$ cat src/rtl/maze_pkg.sv
// rtl/maze_pkg.sv - shared maze constants, tile codes and checker state encoding
package maze_pkg;

  localparam int MAZE_W_DEF = 20;
  localparam int MAZE_H_DEF = 15;

  localparam int TILE_PATH    = 0;
  localparam int TILE_WALL    = 1;
  localparam int TILE_GOAL    = 2;
  localparam int TILE_BONUS   = 3;
  localparam int TILE_PENALTY = 4;

  typedef enum logic [2:0] {
    ST_IDLE   = 3'd0,
    ST_CHECK  = 3'd1,
    ST_READ   = 3'd2,
    ST_WAIT   = 3'd3,
    ST_DECIDE = 3'd4,
    ST_DONE   = 3'd5
  } state_t;

endpackage

$ cat src/rtl/tile_addr_gen.sv
// rtl/tile_addr_gen.sv - combinational tile address Y*MAZE_W+X and bounds flag
module tile_addr_gen
  import maze_pkg::*;
#(
  parameter int MAZE_W  = MAZE_W_DEF,
  parameter int MAZE_H  = MAZE_H_DEF,
  parameter int COORD_W = 5,
  parameter int ADDR_W  = 9
) (
  input  logic [COORD_W-1:0] x,
  input  logic [COORD_W-1:0] y,
  output logic [ADDR_W-1:0]  addr,
  output logic               in_bounds
);
  localparam logic [COORD_W-1:0] W_LIM = COORD_W'(MAZE_W);
  localparam logic [COORD_W-1:0] H_LIM = COORD_W'(MAZE_H);

  // Unsigned compare also rejects 0-1 wrapping to the all-ones coordinate.
  assign in_bounds = (x < W_LIM) && (y < H_LIM);
  assign addr      = ADDR_W'(y) * ADDR_W'(MAZE_W) + ADDR_W'(x);
endmodule

$ cat config.mk
export PLATFORM = sky130hd
export DESIGN_NAME = tile_addr_gen
export DESIGN_NICKNAME = d
export VERILOG_FILES = /design/src/rtl/maze_pkg.sv /design/src/rtl/tile_addr_gen.sv
export SDC_FILE = /design/constraint.sdc
export NUM_CORES = 1
export LEC_CHECK = 0
export BUFFER_PORTS_ARGS = -buffer_cell sky130_fd_sc_hd__buf_2
export CAP_MARGIN = 10
export CORE_AREA = 4 4 41 43
export DETAILED_ROUTE_END_ITERATION = 12
export DIE_AREA = 0 0 45 47
export PLACE_DENSITY = 0.54
export SETUP_SLACK_MARGIN = 0.15
export SLEW_MARGIN = 40
export SYNTH_ARGS = -nofsm -noshare
export SYNTH_HDL_FRONTEND = slang
export SYNTH_SLANG_ARGS = --single-unit
export TNS_END_PERCENT = 100
$ cat constraint.sdc
create_clock -name vclk -period 4
set_input_delay 0.6 -clock vclk [all_inputs]
set_output_delay 0.6 -clock vclk [all_outputs]
set_load 0.01 [all_outputs]
After elaboration in Yosys (flattened, before gate mapping)
Cells that the tools add are included.
- register bits after elaboration: 0
- input port bits: 10
- output and inout port bits: 10
- word-level logic and storage cells: 5
- $add $sub $neg: 1
- $mul: 1
- magnitude comparators: 2
- reduce and logical (&&, ||, !) cells: 1
- operators by type and width (kind ; count):
    9-bit by 5-bit adder with 9-bit output ; 1
    5-bit by 3-bit multiplier with 7-bit output, second input constant ; 1
    5-bit by 4-bit < comparator with 1-bit output, second input constant ; 1
    5-bit < comparator, second input constant ; 1
    1-bit logical AND ; 1

Depth between registers and ports, before layout
Gate-level depths: netlist of the first run.
- depth after elaboration: 2
- gate-level depth with buffers: 7
- gate-level depth less buffers: 7

Worst setup path after synthesis of the first run
Ideal clock, no wire load.
- kind: input-to-output
- from: input port y[1]
- to: output port addr[8]
- arrival time: 2.165 ns
- data required time: 3.400 ns
- setup slack: 1.235 ns
- stages on the path: 7
- path buffers: 0
- cell sequence: ha_1 > ha_1 > fa_1 > xor2_1 > nand4_1 > xnor2_1 > xnor2_1
- word-level cells in the longest chain between the ends: 2
- ends and longest elaborated chain (what ; line ; text):
    start: declaration ; tile_addr_gen.sv:11 ; input logic [COORD_W-1:0] y,
    5-bit by 3-bit multiplier with 7-bit output ; tile_addr_gen.sv:20 ; assign addr = ADDR_W'(y) * ADDR_W'(MAZE_W) + ADDR_W'(x);
    9-bit by 5-bit adder with 9-bit output ; tile_addr_gen.sv:20 ;
    end: declaration ; tile_addr_gen.sv:12 ; output logic [ADDR_W-1:0] addr,
No other way between the ends.

Worst setup path in the final report of the first run
Ends and elaborated chain as after synthesis.

==> reports/results.ini, run 1 <==
[route]
drt_iter0_drc=3
dr.pass1.iters=3
routedWlPerCell_um=9.74
postRouteAntennaNets=0
drc_errors=0
vias=261
vias_per_cell=4.21
drt-total-wl_um=604

[grt]
antenna_found_initial=0
grt_pass1_wl_um=952
grt_usage_pct=5.59
grt_pass1_vias=240
grt_max_degree=5
overflow=0

[synthesis]
synth_cell_types=11
yosysTopAreaCell=ha_1
avgSynthCellArea_um2=9.02
syn_nets=54
synth.top_cell.area_share_pct=37.8
synthMuxAreaShare_pct=0
yosys.area_share.adder_pct=51.3
synth_top_family_by_area=adder cells
yosysSeqAreaShare_pct=0
synth_xor_area_share_pct=20.6
synth_warnings=0
syn-instance-count=33
synthTopCellsByArea=ha_1 (38%), fa_1 (13%), xnor2_1 (12%), xor2_1 (8.8%), a21o_1 (7.6%)
synth_compound_area_share_pct=12.6
syn_area_um2=298
yosys.area_share.simple_pct=10.5

[layout]
clock_buffers=0
area_growth_syn_to_layout_pct=28.2
layout_common_cells=buf_2 (16), ha_1 (9), xnor2_1 (4)
layout_commonest_cell=buf_2
seq_cell_count=0
drive_above_1_share_pct=34.0
fin_util_pct=29.3
ff_latch_area_um2=0
n_antenna_cell=0
fill_cells=152
fin_nets=70

[timing]
finalCritPeriodShare_pct=77.0
finalSetupViolCount=0
finalSetupTns_ps=0
min_period_ps=3080
tightest_slew_ps=217
slew_violations=0
relSlewSlack_pct=85.5
finalHoldViolCount=0
max_freq_mhz=325
rsz0062_at_grt=no

[critical_path]
cp.required_ps=3400
arrival_ps=2480
endpoint_kind=output port
start_kind=input pin
critPathKind=input pin to output port
crit_fanout=4

[clock_tree]
post-cts-setup-buffers=0
cts_hold_buffers=0
post_cts_resized=0

[power_and_ir_drop]
switching_share_pct=52.3
p_seq_share_pct=0
power_density_nw_per_um2=197
p_switching_uw=39.3
p_comb_share_pct=100.0
leakage_nw=0.220
power_frac_clock_pct=0
p_int_uw=35.8
max-vdd-ir-drop_mv=0.0672

[min_path]
min_path_type=input pin to output port
hold_depth=0
hold_end=addr[0]
hp-start=x[0]

[placement]
io_buffers=16
gp_congestion=0.650
hpwl_um=568

[die]
start_util_pct=22.9
die_h_um=47
core_um2=1300
num_rows=13
die-area_um2=2120
boundaryPins=20
die_w_um=45

[outcome]
status=finished, final reports clean

[job]
cap_violations=0

## through the flow
| stage | cell area, µm² | hold slack (ps) | power (mW) | cells | setup WS (ps) |
|---|---|---|---|---|---|
| 2_1_floorplan | 298 | 1250 | 0.0517 | 33 | 1230 |
| 3_3_place_gp | 382 | 1200 | 0.0763 | 62 | 927 |
| 3_5_place_dp | 382 | 1200 | 0.0761 | 62 | 892 |
| 4_1_cts | 382 | 1200 | 0.0766 | 62 | 893 |
| 5_1_grt | 382 | 1200 | 0.0851 | 62 | 810 |
| 6_report | 382 | 1200 | 0.0751 | 62 | 920 |
## critical path, cell delays in order
cell	delay [ps]
buf_2	130
ha_1	290
ha_1	220
fa_1	380
xor2_1	220
nand4_1	170
xnor2_1	210
xnor2_1	130
buf_2	140
## how the worst max path moves through the flow
stage               slack, ps  start  endpoint  cells after the start
finish                    920   y[1]   addr[8]                      9
global route              810   y[1]   addr[8]                      9
CTS                       890   y[1]   addr[8]                      9
detailed placement        890   y[1]   addr[8]                      9
global placement          930   y[1]   addr[8]                      9
floorplan                1230   y[1]   addr[8]                      7
## power by group through the flow
stage	registers, mW	clock network [mW]	logic (mW)
final	0	0	0.0751
after global routing	0	0	0.0851
after CTS	0	0	0.0766
after detailed placement	0	0	0.0761
after global placement	0	0	0.0763
after floorplan	0	0	0.0517
## layout make-up
class | instances | area (µm²) | share of cell area [%]
Tap cell | 15 | 18.8 | 4.92
Timing Repair Buffer | 16 | 80.1 | 21.0
Multi-Input combinational cell | 31 | 283 | 74.1
## logic make-up (layout without fill, tap and decap cells)
| group | after synthesis | after routing |
|---|---|---|
| and+or+nand+nor | 7 | 7 |
| buffers and inverters | 2 | 16 |
| AOI/OAI and AO/OA | 6 | 6 |
| xor gates and xnor gates | 7 | 7 |
| adders and majority gates | 11 | 11 |
## metal layers
layer,track usage (%),vias to the layer above,wire length (µm)
met5,0,-,0
li1,-,146,-
met2,9.04,7,232
met4,0,0,0
met3,0.383,0,54
met1,8.56,108,317
## Yosys cell counts
cell / count
o21ai_0: 1
ha_1: 9
fa_1: 2
nand4_1: 2
a21oi_1: 2
nor2_1: 2
nand2_1: 3
xor2_1: 3
buf_4: 2
a21o_1: 3
xnor2_1: 4
(Power assumes the default switching activity.)
==> inputs of run 2 (changes only) <==
Clock period 4 ns to 3.2 ns, I/O delays scaled along.
==> run 2 against run 1 <==
Against the previous run: cell area unchanged; largest power group unchanged; utilization unchanged; critical path depth unchanged; sequential share of layout area unchanged; final cell count unchanged; combinational power up 26%.
==> reports/results.ini, run 2 (synthesis gave the netlist of run 1 again) <==
[clock_tree]
post-cts-setup-buffers=0
cts_hold_buffers=0
post_cts_resized=0

[layout]
area_growth_syn_to_layout_pct=28.2
instances_no_fill=62
layout_commonest_cell=buf_2
layout_common_cells=buf_2 (16), ha_1 (9), xnor2_1 (4)
n_antenna_cell=0
fin_nets=70
design_area_um2=382
clock_buffers=0
seq_cell_count=0
ff_latch_area_um2=0
drive_above_1_share_pct=34.0

[placement]
io_buffers=16
dpl.cell_count=62
hpwl_um=619
gp_congestion=0.685
preCtsSetupSlack_ps=333
placed_cell_area_um2=382

[timing]
finalSetupViolCount=0
rsz0062_at_grt=no
fin_ws_ps=356
finalHoldViolCount=0
min_period_ps=2840
relSlewSlack_pct=86.2
whs_ps=960
finalCritPeriodShare_pct=88.9
finalSetupTns_ps=0
slew_violations=0
max_freq_mhz=352
tightest_slew_ps=205

[critical_path]
critPathKind=input pin to output port
start_kind=input pin
cp.required_ps=2720
crit_fanout=4
arrival_ps=2360
endpoint_kind=output port

[power_and_ir_drop]
leakage_nw=0.220
power_density_nw_per_um2=249
max-vdd-ir-drop_mv=0.0892

[route]
vias_per_cell=4.21
routedWlPerCell_um=10.3
drt_iter0_drc=0
drc_errors=0
vias=261
drt-total-wl_um=638
postRouteAntennaNets=0
dr.pass1.iters=1

[job]
cap_violations=0

[die]
die_h_um=47
num_rows=13
start_util_pct=22.9
die_w_um=45
boundaryPins=20
core_um2=1300
die-area_um2=2120

[grt]
grt_pass1_vias=249
grt_usage_pct=6.87
antenna_found_initial=0
overflow=0
grt_pass1_wl_um=1100
grt_max_degree=5

[outcome]
status=finished, final reports clean

[min_path]
min_path_type=input pin to output port

[run 2: cell counts in the layout (fill, tap and decap cells not counted)]
Identical to the previous run, type by type.
[run 2: where the power goes]
part           leakage (nW)  internal, mW  total (mW)  switching (mW)
Sequential                0             0           0               0
Combinational         0.220        0.0451      0.0950          0.0499
Clock                     0             0           0               0
Total                 0.220        0.0451      0.0950          0.0499
[run 2: per-stage QoR]
| stage | total power [mW] | utilization [%] |
|---|---|---|
| 6_report | 0.0950 | 29.3 |
| 5_1_grt | 0.108 | 29.3 |
| 4_1_cts | 0.0976 | 29.3 |
| 3_5_place_dp | 0.0968 | 29.3 |
| 3_3_place_gp | 0.0954 | 29.3 |
| 2_1_floorplan | 0.0646 | - |
[run 2: area by class of cell]
class,instances,area (µm²)
timing repair buffer,16,80.1
tap,15,18.8
multi-input combinational,31,283
fill,162,920
[run 2: worst paths after layout]
check | start | end | slack [ps] | depth (start not counted)
worst max-delay path | y[1] | addr[8] | 360 | 9
worst min-delay path | x[0] | addr[0] | 960 | 0
[run 2: critical path, stage by stage]
cell and delay (ps):
buf_2 130, ha_1 290, ha_1 220, fa_1 380, xor2_1 210, nand4_1 140
xnor2_1 230, xnor2_1 140, buf_2 140
[run 2: per-layer routing]
| metal | wire length (µm) | track usage, % | vias up |
|---|---|---|---|
| met3 | 52 | 0 | 0 |
| met2 | 310 | 13.0 | 7 |
| li1 | - | - | 144 |
| met4 | 0 | 0 | 0 |
| met1 | 276 | 9.30 | 110 |
| met5 | 0 | 0 | - |
==> inputs of run 3 (changes only) <==
Settings changed: RECOVER_POWER from default to 100, REMOVE_ABC_BUFFERS from default to 1.
==> run 3 against run 2 <==
Against the previous run: total power decreased by 6.4%; clock-buffer cell count unchanged; non-clock buffer count stayed put; largest power group unchanged; critical path depth unchanged; setup slack worse by 15 ps; first-iteration DRC count grew 2; utilization down 0.77 points; hold slack is essentially flat; sequential share of layout area stayed put; combinational power shrank 6.3%.
==> reports/results.ini, run 3 (synthesis gave the netlist of run 1 again) <==
[layout]
seq_cell_count=0
fin_nets=70
fill_cells=151
layout_common_cells=ha_1 (9), buf_2 (8), clkbuf_1 (8)
n_antenna_cell=0
layout_commonest_cell=ha_1
design_area_um2=372
area_growth_syn_to_layout_pct=24.8
ff_latch_area_um2=0
drive_above_1_share_pct=17.0
clock_buffers=0

[die]
die-area_um2=2120
die_h_um=47
boundaryPins=20
start_util_pct=22.9
num_rows=13
die_w_um=45
core_um2=1300

[timing]
finalCritPeriodShare_pct=89.4
finalHoldViolCount=0
min_period_ps=2860
max_freq_mhz=350
finalSetupViolCount=0
rsz0062_at_grt=no
tightest_slew_ps=215
relSlewSlack_pct=85.7
slew_violations=0
fin_ws_ps=341
finalSetupTns_ps=0

[clock_tree]
cts_hold_buffers=0
post-cts-setup-buffers=0
post_cts_resized=0

[grt]
grt_max_degree=5
grt_usage_pct=5.99
grt_pass1_vias=255
overflow=0
antenna_found_initial=0
grt_pass1_wl_um=1010

[power_and_ir_drop]
power_density_nw_per_um2=239
leakage_nw=0.198
max-vdd-ir-drop_mv=0.120
power.total_uw=89.0

[placement]
placed_cell_area_um2=382
io_buffers=16
gp_congestion=0.665
preCtsSetupSlack_ps=331
hpwl_um=545

[critical_path]
crit_path_top_delay_cell=fa_1
start_kind=input pin
cp_cell_sequence=buf_2, ha_1, ha_1, fa_1, xor2_1, nand4_1, xnor2_1, xnor2_1, clkbuf_1
arrival_ps=2380
cp.depth=9
slowest_delay_ps=380
endpoint_kind=output port
crit_fanout=4
crit_end=addr[8]
critPathKind=input pin to output port
critPathBufInv=2
cp.required_ps=2720
critPathLaunch=y[1]
cpLargestDelayFamily=adder cells

[route]
drt_iter0_drc=2
vias=269
postRouteAntennaNets=0
vias_per_cell=4.34
routedWlPerCell_um=9.45
drt-total-wl_um=586
drc_errors=0
dr.pass1.iters=3

[job]
cap_violations=0

[outcome]
status=finished, final reports clean

[min_path]
min_path_type=input pin to output port

==> run 3: power breakdown <==
| part | switching, mW | internal (mW) | leakage, nW |
|---|---|---|---|
| clock network | 0 | 0 | 0 |
| registers | 0 | 0 | 0 |
| logic | 0.0495 | 0.0394 | 0.198 |
==> run 3: stage by stage <==
| stage | util, % | hold WS (ps) | instances |
|---|---|---|---|
| after global placement | 29.3 | 960 | 62 |
| after detailed placement | 29.3 | 960 | 62 |
| after global routing | 28.6 | 960 | 62 |
| final | 28.6 | 960 | 62 |
| after CTS | 29.3 | 960 | 62 |
| after floorplan | - | 960 | 31 |
==> run 3: area by class of cell <==
type / instances / area [µm²] / share of cell area [%]
multi-input cells: 31 / 283 / 76.1
repair buffers: 16 / 70.1 / 18.9
well taps: 15 / 18.8 / 5.05
==> run 3: how the worst min path moves through the flow <==
stage	cells past startpoint	endpoint	slack, ps	start
after floorplan	0	addr[0]	960	x[0]
after global placement	0	addr[0]	960	x[0]
after detailed placement	0	addr[0]	960	x[0]
after CTS	0	addr[0]	960	x[0]
after global routing	0	addr[0]	960	x[0]
final	0	addr[0]	960	x[0]
==> run 3: per-layer routing <==
layer / GRT usage (%) / share of wire, % / vias up
met5: 0 / 0 / -
met4: 0 / 0 / 0
met3: 0 / 7.0 / 0
met2: 9.32 / 40 / 8
met1: 9.73 / 52 / 115
li1: - / - / 146
